### src/rtl/spi_gen_pkg.sv
// Shared state encodings and command constants for the generic SPI slave front end.
package spi_gen_pkg;

  typedef enum logic [2:0] {
    IDLE      = 3'b000,
    CHK_CMD   = 3'b001,
    WRITE     = 3'b010,
    READ_ADD  = 3'b011,
    READ_DATA = 3'b100
  } state_t;

  localparam logic [1:0] CMD_WR_ADDR = 2'b00;
  localparam logic [1:0] CMD_WR_DATA = 2'b01;
  localparam logic [1:0] CMD_RD_ADDR = 2'b10;
  localparam logic [1:0] CMD_RD_DATA = 2'b11;

endpackage

### src/rtl/spi_tx_serializer.sv
// Parallel-load shifter that owns MISO: one bit per cycle, then returns the line to 0.
module spi_tx_serializer #(
  parameter int DATA_WIDTH = 8,
  parameter bit LSB_FIRST  = 1'b0
) (
  input  logic                  clk,
  input  logic                  rst_n,
  input  logic                  clear,
  input  logic                  load,
  input  logic [DATA_WIDTH-1:0] data,
  output logic                  miso,
  output logic                  active,
  output logic                  done
);

  localparam int CW = $clog2(DATA_WIDTH + 1);

  logic [DATA_WIDTH-1:0] shreg;
  logic [CW-1:0]         cnt;

  // done marks the edge that retires the final bit; a clear on that edge wins.
  assign done = active && (cnt == '0) && !clear;

  always_ff @(posedge clk) begin
    if (!rst_n) begin
      shreg  <= '0;
      cnt    <= '0;
      miso   <= 1'b0;
      active <= 1'b0;
    end else if (clear) begin
      shreg  <= '0;
      cnt    <= '0;
      miso   <= 1'b0;
      active <= 1'b0;
    end else if (load) begin
      miso   <= LSB_FIRST ? data[0] : data[DATA_WIDTH-1];
      shreg  <= LSB_FIRST ? (data >> 1) : (data << 1);
      cnt    <= CW'(DATA_WIDTH - 1);
      active <= 1'b1;
    end else if (active) begin
      if (cnt == '0) begin
        miso   <= 1'b0;
        active <= 1'b0;
      end else begin
        miso  <= LSB_FIRST ? shreg[0] : shreg[DATA_WIDTH-1];
        shreg <= LSB_FIRST ? (shreg >> 1) : (shreg << 1);
        cnt   <= cnt - CW'(1);
      end
    end
  end

endmodule

### src/rtl/spi_slave_gen.sv
// SPI slave front end: routes frames, assembles {cmd, payload} words and serialises read data.
//   state     | meaning
//   IDLE      | waiting for ss_n low
//   CHK_CMD   | sampling the route bit
//   WRITE     | receiving a write frame
//   READ_ADD  | receiving a read-address frame
//   READ_DATA | receiving a read-data frame, then transmitting tx_data
module spi_slave_gen #(
  parameter int DATA_WIDTH = 8,
  parameter bit LSB_FIRST  = 1'b0
) (
  input  logic                  clk,
  input  logic                  rst_n,
  input  logic                  ss_n,
  input  logic                  MOSI,
  input  logic                  tx_valid,
  input  logic [DATA_WIDTH-1:0] tx_data,
  output logic                  MISO,
  output logic [DATA_WIDTH+1:0] rx_data,
  output logic                  rx_valid,
  output logic                  frame_err,
  output logic                  busy
);
  import spi_gen_pkg::*;

  localparam int FRAME_BITS = DATA_WIDTH + 2;
  localparam int CW         = $clog2(FRAME_BITS);

  state_t                state, state_nxt;
  logic [CW-1:0]         rx_cnt;
  logic [1:0]            cmd_sh;
  logic [DATA_WIDTH-1:0] pay_sh, pay_nxt;
  logic                  rx_done, rd_addr_seen, tx_started;
  logic                  in_rx_state, receiving, abort, incomplete;
  logic                  tx_load, tx_active, tx_done;

  always_ff @(posedge clk) begin
    if (!rst_n) state <= IDLE;
    else        state <= state_nxt;
  end

  always_comb begin
    state_nxt   = state;
    in_rx_state = (state == WRITE) || (state == READ_ADD) || (state == READ_DATA);
    abort       = (state != IDLE) && ss_n;
    receiving   = in_rx_state && !rx_done && !ss_n;
    pay_nxt     = LSB_FIRST ? {MOSI, pay_sh[DATA_WIDTH-1:1]} : {pay_sh[DATA_WIDTH-2:0], MOSI};
    tx_load     = (state == READ_DATA) && rx_done && !tx_started && tx_valid && !ss_n;
    // Waiting for tx_valid counts as an unfinished read-data frame.
    incomplete  = (state == CHK_CMD) ||
                  (in_rx_state && (!rx_done ||
                   ((state == READ_DATA) && (!tx_started || tx_active))));
    case (state)
      IDLE:     if (!ss_n) state_nxt = CHK_CMD;
      CHK_CMD: begin
        if (ss_n)              state_nxt = IDLE;
        else if (!MOSI)        state_nxt = WRITE;
        else if (rd_addr_seen) state_nxt = READ_DATA;
        else                   state_nxt = READ_ADD;
      end
      WRITE, READ_ADD, READ_DATA: if (ss_n) state_nxt = IDLE;
      default:  state_nxt = IDLE;
    endcase
  end

  assign busy = (state != IDLE);

  always_ff @(posedge clk) begin
    if (!rst_n) begin
      rx_cnt       <= '0;
      cmd_sh       <= '0;
      pay_sh       <= '0;
      rx_data      <= '0;
      rx_valid     <= 1'b0;
      frame_err    <= 1'b0;
      rx_done      <= 1'b0;
      rd_addr_seen <= 1'b0;
      tx_started   <= 1'b0;
    end else begin
      rx_valid  <= 1'b0;
      frame_err <= 1'b0;
      if (abort) begin
        rx_cnt     <= '0;
        cmd_sh     <= '0;
        pay_sh     <= '0;
        rx_done    <= 1'b0;
        tx_started <= 1'b0;
        frame_err  <= incomplete;
      end else begin
        if (state == CHK_CMD) rx_cnt <= CW'(FRAME_BITS - 1);
        if (receiving) begin
          if (rx_cnt >= CW'(DATA_WIDTH)) cmd_sh <= {cmd_sh[0], MOSI};
          else                           pay_sh <= pay_nxt;
          if (rx_cnt == '0) begin
            rx_data  <= {cmd_sh, pay_nxt};
            rx_valid <= 1'b1;
            rx_done  <= 1'b1;
            if (state == READ_ADD) rd_addr_seen <= 1'b1;
          end else begin
            rx_cnt <= rx_cnt - CW'(1);
          end
        end
        if (tx_load) tx_started <= 1'b1;
      end
      if (tx_done) rd_addr_seen <= 1'b0;
    end
  end

  spi_tx_serializer #(
    .DATA_WIDTH(DATA_WIDTH),
    .LSB_FIRST (LSB_FIRST)
  ) u_tx (
    .clk   (clk),
    .rst_n (rst_n),
    .clear (abort),
    .load  (tx_load),
    .data  (tx_data),
    .miso  (MISO),
    .active(tx_active),
    .done  (tx_done)
  );

endmodule

### config.mk
export PLATFORM = sky130hd
export DESIGN_NAME = spi_slave_gen
export DESIGN_NICKNAME = d
export VERILOG_FILES = /design/src/rtl/spi_gen_pkg.sv /design/src/rtl/spi_tx_serializer.sv /design/src/rtl/spi_slave_gen.sv
export SDC_FILE = /design/constraint.sdc
export NUM_CORES = 1
export LEC_CHECK = 0
export ABC_AREA = 1
export CORE_ASPECT_RATIO = 1.2
export CORE_MARGIN = 2
export CORE_UTILIZATION = 38
export CTS_CLUSTER_SIZE = 30
export DETAILED_ROUTE_END_ITERATION = 8
export PLACE_DENSITY = 0.58
export SLEW_MARGIN = 30
export SYNTH_ARGS = -nofsm -noshare
export SYNTH_HDL_FRONTEND = slang
export SYNTH_HIERARCHICAL = 1
export SYNTH_SLANG_ARGS = --single-unit
### constraint.sdc
create_clock -name clk -period 2.03 [get_ports clk]
set_input_delay 0.5075 -clock clk [delete_from_list [all_inputs] [get_ports clk]]
set_output_delay 0.5075 -clock clk [all_outputs]
set_load 0.005 [all_outputs]
# ---- Word level (Yosys, flattened, before mapping)
# Cells that the tools add are included.
dict set report totals {
  ff_bits 44
  in_bits 13
  out_inout_bits 14
  word_cells 91
}
dict set report classes {
  addsub 2
  n_lt_le_gt_ge 1
  eq_ne 7
  n_mux 22
  bitwise 5
  reduce_logical 39
}
# op n
set op_table {}
lappend op_table {{3-bit two-way mux} 8}
lappend op_table {{8-bit two-way mux} 3}
lappend op_table {{2-bit AND reduction} 7}
lappend op_table {{4-bit two-way mux} 3}
lappend op_table {{1-bit logical AND} 11}
lappend op_table {{3-bit one-hot mux with 3 select lines} 1}
lappend op_table {{3-bit OR reduction} 3}
lappend op_table {{4-bit logical NOT} 2}
lappend op_table {{4-bit by 1-bit subtractor with 4-bit output (second input constant)} 2}
lappend op_table {{1-bit two-way mux} 7}
lappend op_table {{3-bit by 2-bit equality test with 1-bit output (second input constant)} 2}
lappend op_table {{2-bit != test (second input constant)} 3}
lappend op_table {{1-bit logical OR} 5}
lappend op_table {{1-bit inverter} 5}
lappend op_table {{4-bit greater-or-equal comparator (second input constant)} 1}
lappend op_table {{1-bit logical NOT} 4}
lappend op_table {{4-bit AND reduction} 1}
lappend op_table {{2-bit OR reduction} 2}
lappend op_table {{3-bit by 1-bit equality test with 1-bit output (second input constant)} 1}
lappend op_table {{3-bit equality test (second input constant)} 1}
lappend op_table {{3-bit logical NOT} 1}
lappend op_table {{3-bit AND reduction} 1}
lappend op_table {{3-bit nonzero test} 1}
lappend op_table {{2-bit nonzero test} 1}

# ---- Logic depth before layout (Yosys ltp)
dict set report depth {
  word_depth 7
  ltp_mapped 11
  mapped_depth_nobuf 9
}

# ---- By module
# The synthesis kept the hierarchy.
# mod instances cells_per_inst area_each_um2 seq_area_each_um2
set modules_own_cells {}
lappend modules_own_cells {spi_slave_gen 1 222 1482.7 620.6}
lappend modules_own_cells {spi_tx_serializer 1 100 689.4 260.2}

# ---- Worst setup path before layout
# Ideal clock, no wire load.
dict set report synth_path {
  path_type {input -> register}
  from {input port ss_n}
  to {register u_tx.cnt[1]}
  setup_ns 0.121
  t_arrival_ns 1.504
  required_ns 1.909
  slack_ns 0.406
  cell_stages 10
  path_buffers 1
  path_cell_list {inv_2 nand4_1 or2_1 inv_1 buf_6 inv_8 nand2_2 nand2_4 nand2_1 a21oi_1}
}
dict set report synth_between {
  elab_chain_cells 4
  elab_cells_between_ends 8
  cone_classes {1 x eq/ne; 1 x mux; 6 x reduce/logical}
}
# element line
set synth_lines {}
lappend synth_lines {{start: declaration} spi_slave_gen.sv:14} ;# input logic ss_n,
lappend synth_lines {{1-bit logical NOT *} --}
lappend synth_lines {{1-bit logical AND *} spi_slave_gen.sv:48} ;# tx_load = (state == READ_DATA) && rx_done && !tx_started && tx_valid && !ss_n;
lappend synth_lines {{net tx_load} spi_slave_gen.sv:35} ;# logic tx_load, tx_active, tx_done;
lappend synth_lines {{2-bit != test (no source line) / 2-bit nonzero test (equally long branches)} --}
lappend synth_lines {{2-bit AND reduction (no source line)} --}
lappend synth_lines {{end signal: assignment} spi_tx_serializer.sv:38} ;# cnt <= CW'(DATA_WIDTH - 1);
lappend synth_lines {{end signal: assignment} spi_tx_serializer.sv:47} ;# cnt <= cnt - CW'(1);
lappend synth_lines {{end: declaration} spi_tx_serializer.sv:19} ;# logic [CW-1:0] cnt;
# Mark *: on every way through the listed nets, which the timed path passes. The rest lies on a longest branch.
# A chain may end at the register's enable or synchronous reset.

# ---- Worst setup path after layout
dict set report layout_path {
  from {register state[2]}
  to {output port busy}
}
dict set report layout_between {
  elab_chain_cells 1
}
# element line
set layout_lines {}
lappend layout_lines {{start: declaration} spi_slave_gen.sv:29} ;# state_t state, state_nxt;
lappend layout_lines {{start signal: assignment} spi_slave_gen.sv:39} ;# else state <= state_nxt;
lappend layout_lines {{3-bit nonzero test} spi_slave_gen.sv:66} ;# assign busy = (state != IDLE);
lappend layout_lines {{end: declaration} spi_slave_gen.sv:22} ;# output logic busy
# Every way passes these cells.

==> flow_summary_export.csv <==
group,metric,value,unit
logic_synthesis,syn_area_per_cell,6.75,um2
clock_network,tritoncts_sink_count,44,
global_routing,gr-usage-all-layers,15.5,%
clock_network,cts_tree,"built",
logic_synthesis,synth_enable_flop_cells,0,
worst_setup_path,timing.critical_path.from_type,"register",
worst_setup_path,critPathBufInv,1,
power,power.density_cell_area,650,nW/um2
place,dp_hpwl,3.20,mm
drt,drt_iter0_markers,76,
flow_run,max-cap-violations,0,
logic_synthesis,yosys_warnings,6,
logic_synthesis,postSynthRegisterBits,44,
logic_synthesis,leading_cell_types_by_count_after_synthesis,"107 x sky130_fd_sc_hd__nand2_1, 49 x sky130_fd_sc_hd__nor2_1, 44 x sky130_fd_sc_hd__dfxtp_1, 44 x sky130_fd_sc_hd__inv_1, 20 x sky130_fd_sc_hd__a21oi_1",
place,post-place-ws,-90.5,ps
worst_setup_path,critical_path.max_stage_delay,510,ps
clock_network,cts_resized,0,
power,ir_drop,0.000379,V
timing,min_period_over_period,93.0,%
final_layout,sequential_cell_area,881,um2
logic_synthesis,synth_nets,337,
logic_synthesis,syn_inst_count,322,
floorplan,fp.dieArea,6340,um2
worst_setup_path,critical_path.cell_chain,"nor2_1 > nand2_1 > clkdlybuf4s50_1",
logic_synthesis,synth.distinct_cells,29,
logic_synthesis,synth_area,2170,um2
timing,relSlewSlack,77.8,%
place,placed_cells_incl_taps,411,
place,io_buffers,26,
final_layout,post_route_cells_drive_above_1_share,8.73,%
clock_network,clk_pin_slew,80,ps
drt,drc,0,
logic_synthesis,largest_area_contributor_in_the_netlist,"sky130_fd_sc_hd__dfxtp_1",
floorplan,core_area,5590,um2
global_routing,grt_antenna_before_repair,0,
worst_setup_path,worst_r2r_path_depth,9,
timing,finClkSkew,6.65,ps
clock_network,clock-root-buffer,"sky130_fd_sc_hd__clkbuf_8",
final_layout,footprint_of_the_multi_input_gates,1030,um2
drt,route.antenna.remaining_nets,0,
clock_network,deepest_clock_path_buffer_count,2,
timing,setup_ws_final,143,ps
drt,first_pass_detailed_route_iteration_total,4,
logic_synthesis,ys_seq_area_share,40.6,%
worst_setup_path,crit_path_end_kind,"output pin",
worst_hold_path,hp-class,"register to register",
floorplan,num_rows,30,
final_layout,area_delta_synth_final,18.9,%
worst_setup_path,critical_path_class,"register to output pin",
run_status,outcome,"complete, no violations",
global_routing,via_count_of_the_first_global_routing_pass,1781,
timing,totalNegativeSetupSlack,0,ps
global_routing,global_route_wire_length_before_repair,7.80,mm
power,cellLeakagePower,1.25,nW
timing,tightest_slew,332,ps
worst_setup_path,required,1520,ps
timing,timing_hold_violations_final,0,
final_layout,filler_cell_count,572,
place,globalplace.congestion,0.763,
clock_network,setup_fix_buffers_added_after_clock_tree_synthesis,0,
floorplan,chipHeight,86.8,um
power,post-layout-total-power,1.68,mW
floorplan,die-width,73.0,um
worst_setup_path,critical_path.reg2reg.startpoint,"state[0]",
clock_network,ctsHtreeMaxLevel,2,
timing,post-route-min-period,1890,ps
drt,routed_via_density,4.56,
worst_setup_path,timing.critical_path.fanout_max,4,
drt,wl_per_cell,10.6,um
global_routing,global_route.overflow_total,0,
timing,final.hold.worst_slack,466,ps
clock_network,clkLatencyLatePin,300,ps
worst_setup_path,cp_top_delay_family,"buffers and inverters",
clock_network,hold_buffers,0,
worst_hold_path,timing.hold.worst_path_depth,2,
worst_setup_path,worst_ep_arrival_time,1380,ps
logic_synthesis,synth_largest_type_area_fraction,40.6,%
timing,timing.final.setup_violations,0,
drt,total_wire_length_after_detailed_routing,4.45,mm
logic_synthesis,post-synth-top-count-cell,"sky130_fd_sc_hd__nand2_1",
logic_synthesis,synth_flop_cell,"sky130_fd_sc_hd__dfxtp_1",
final_layout,final_nets,369,
final_layout,final-instance-count-excl-fill,419,
drt,via_count,1912,
floorplan,num_io_pins,27,
worst_setup_path,critical_path_cell_count,3,
worst_setup_path,crit_path_start,"state[2]",
final_layout,antennaDiodeCount,0,
timing,maxSlewViolCount,0,
logic_synthesis,ys_top_cells_by_area,"sky130_fd_sc_hd__dfxtp_1 41%, sky130_fd_sc_hd__nand2_1 18%, sky130_fd_sc_hd__nor2_1 8.5%",
clock_network,cts_made_buffers,5,
timing,max_clk_rate,530,MHz
floorplan,initial_core_util,38.8,%
worst_hold_path,timing.hold.worst.start,"u_tx/shreg[1]",
logic_synthesis,async_reset_ff_share,0,%
global_routing,pin_count_of_the_biggest_net_entering_global_routing,23,
worst_setup_path,critical_path.slowest_cell,"sky130_fd_sc_hd__clkdlybuf4s50_1",
timing,rsz_0062_raised_after_global_routing,"no",
-- logic make-up after synthesis --
group | Yosys count | synth area share [%]
simple gates | 192 | 39.5
xor+xnor | 1 | 0.403
flops | 44 | 40.6
fa+ha+maj | 2 | 1.15
buf+inv | 56 | 12.0
compound gates | 27 | 6.39
-- cells in the final DEF, fill, tap and decap left out, drive strengths merged --
master         Yosys  final
clkdlybuf4s50      0     26
ha                 2      2
a21oi             20     20
o211ai             1      1
nand4              5      5
nand3             19     19
dfxtp             44     44
a31oi              1      1
clkinv             1      1
nor3               1      1
xor2               1      1
inv               48     48
nor2              54     54
nand2            111    111
o21ai              5      5
clkinvlp           0      1
buf                6      6
clkbuf             1      7
or2                2      2
-- layer usage --
metal	vias to the layer above	global-route usage (%)	routed length [um]
met2	32	26.5	2070
li1	1039	-	-
met5	-	0	0
met4	0	5.89	68
met1	835	18.6	2140
met3	6	3.60	170
-- final timing paths --
check	slack (ps)	to
max	140	busy
min	470	u_tx/shreg[1]
max reg2reg	410	u_tx/shreg[7]
min reg2reg	470	u_tx/shreg[1]
-- state kept, by name, summed over array words and instances (netlist names) --
signal / count
rx_cnt: 4
rx_data: 10
tx_started: 1
u_tx/active: 1
u_tx/shreg: 7
pay_sh: 7
rd_addr_seen: 1
rx_valid: 1
rx_done: 1
u_tx/cnt: 4
cmd_sh: 2
frame_err: 1
state: 3
u_tx/miso: 1
-- tightest hold or removal path, cell delays in order, from the launching register on --
cell and delay [ps]:
sky130_fd_sc_hd__dfxtp_1 310, sky130_fd_sc_hd__nand2_1 60, sky130_fd_sc_hd__a21oi_1 50
-- metrics by stage --
step	utilization (%)	cell area, um2
CTS	46.2	2580
detailed placement	44.5	2490
global placement	44.5	2490
global route	46.2	2580
floorplan	-	2170
finish	46.2	2580
-- layout make-up --
cell class | count | area share (%)
multi-input combinational | 222 | 39.9
sequential | 44 | 34.1
timing repair buffer | 32 | 11.8
inverter | 49 | 7.41
clock buffer | 7 | 3.34
tap | 64 | 3.10
clock inverter | 1 | 0.291
-- power by group --
part | total (mW) | internal, mW | leakage (nW) | switching [mW]
logic | 0.200 | 0.0841 | 0.850 | 0.116
clock network | 0.583 | 0.277 | 0.0445 | 0.306
registers | 0.895 | 0.881 | 0.355 | 0.0142
No activity file was read; power rests on OpenSTA's default activity.
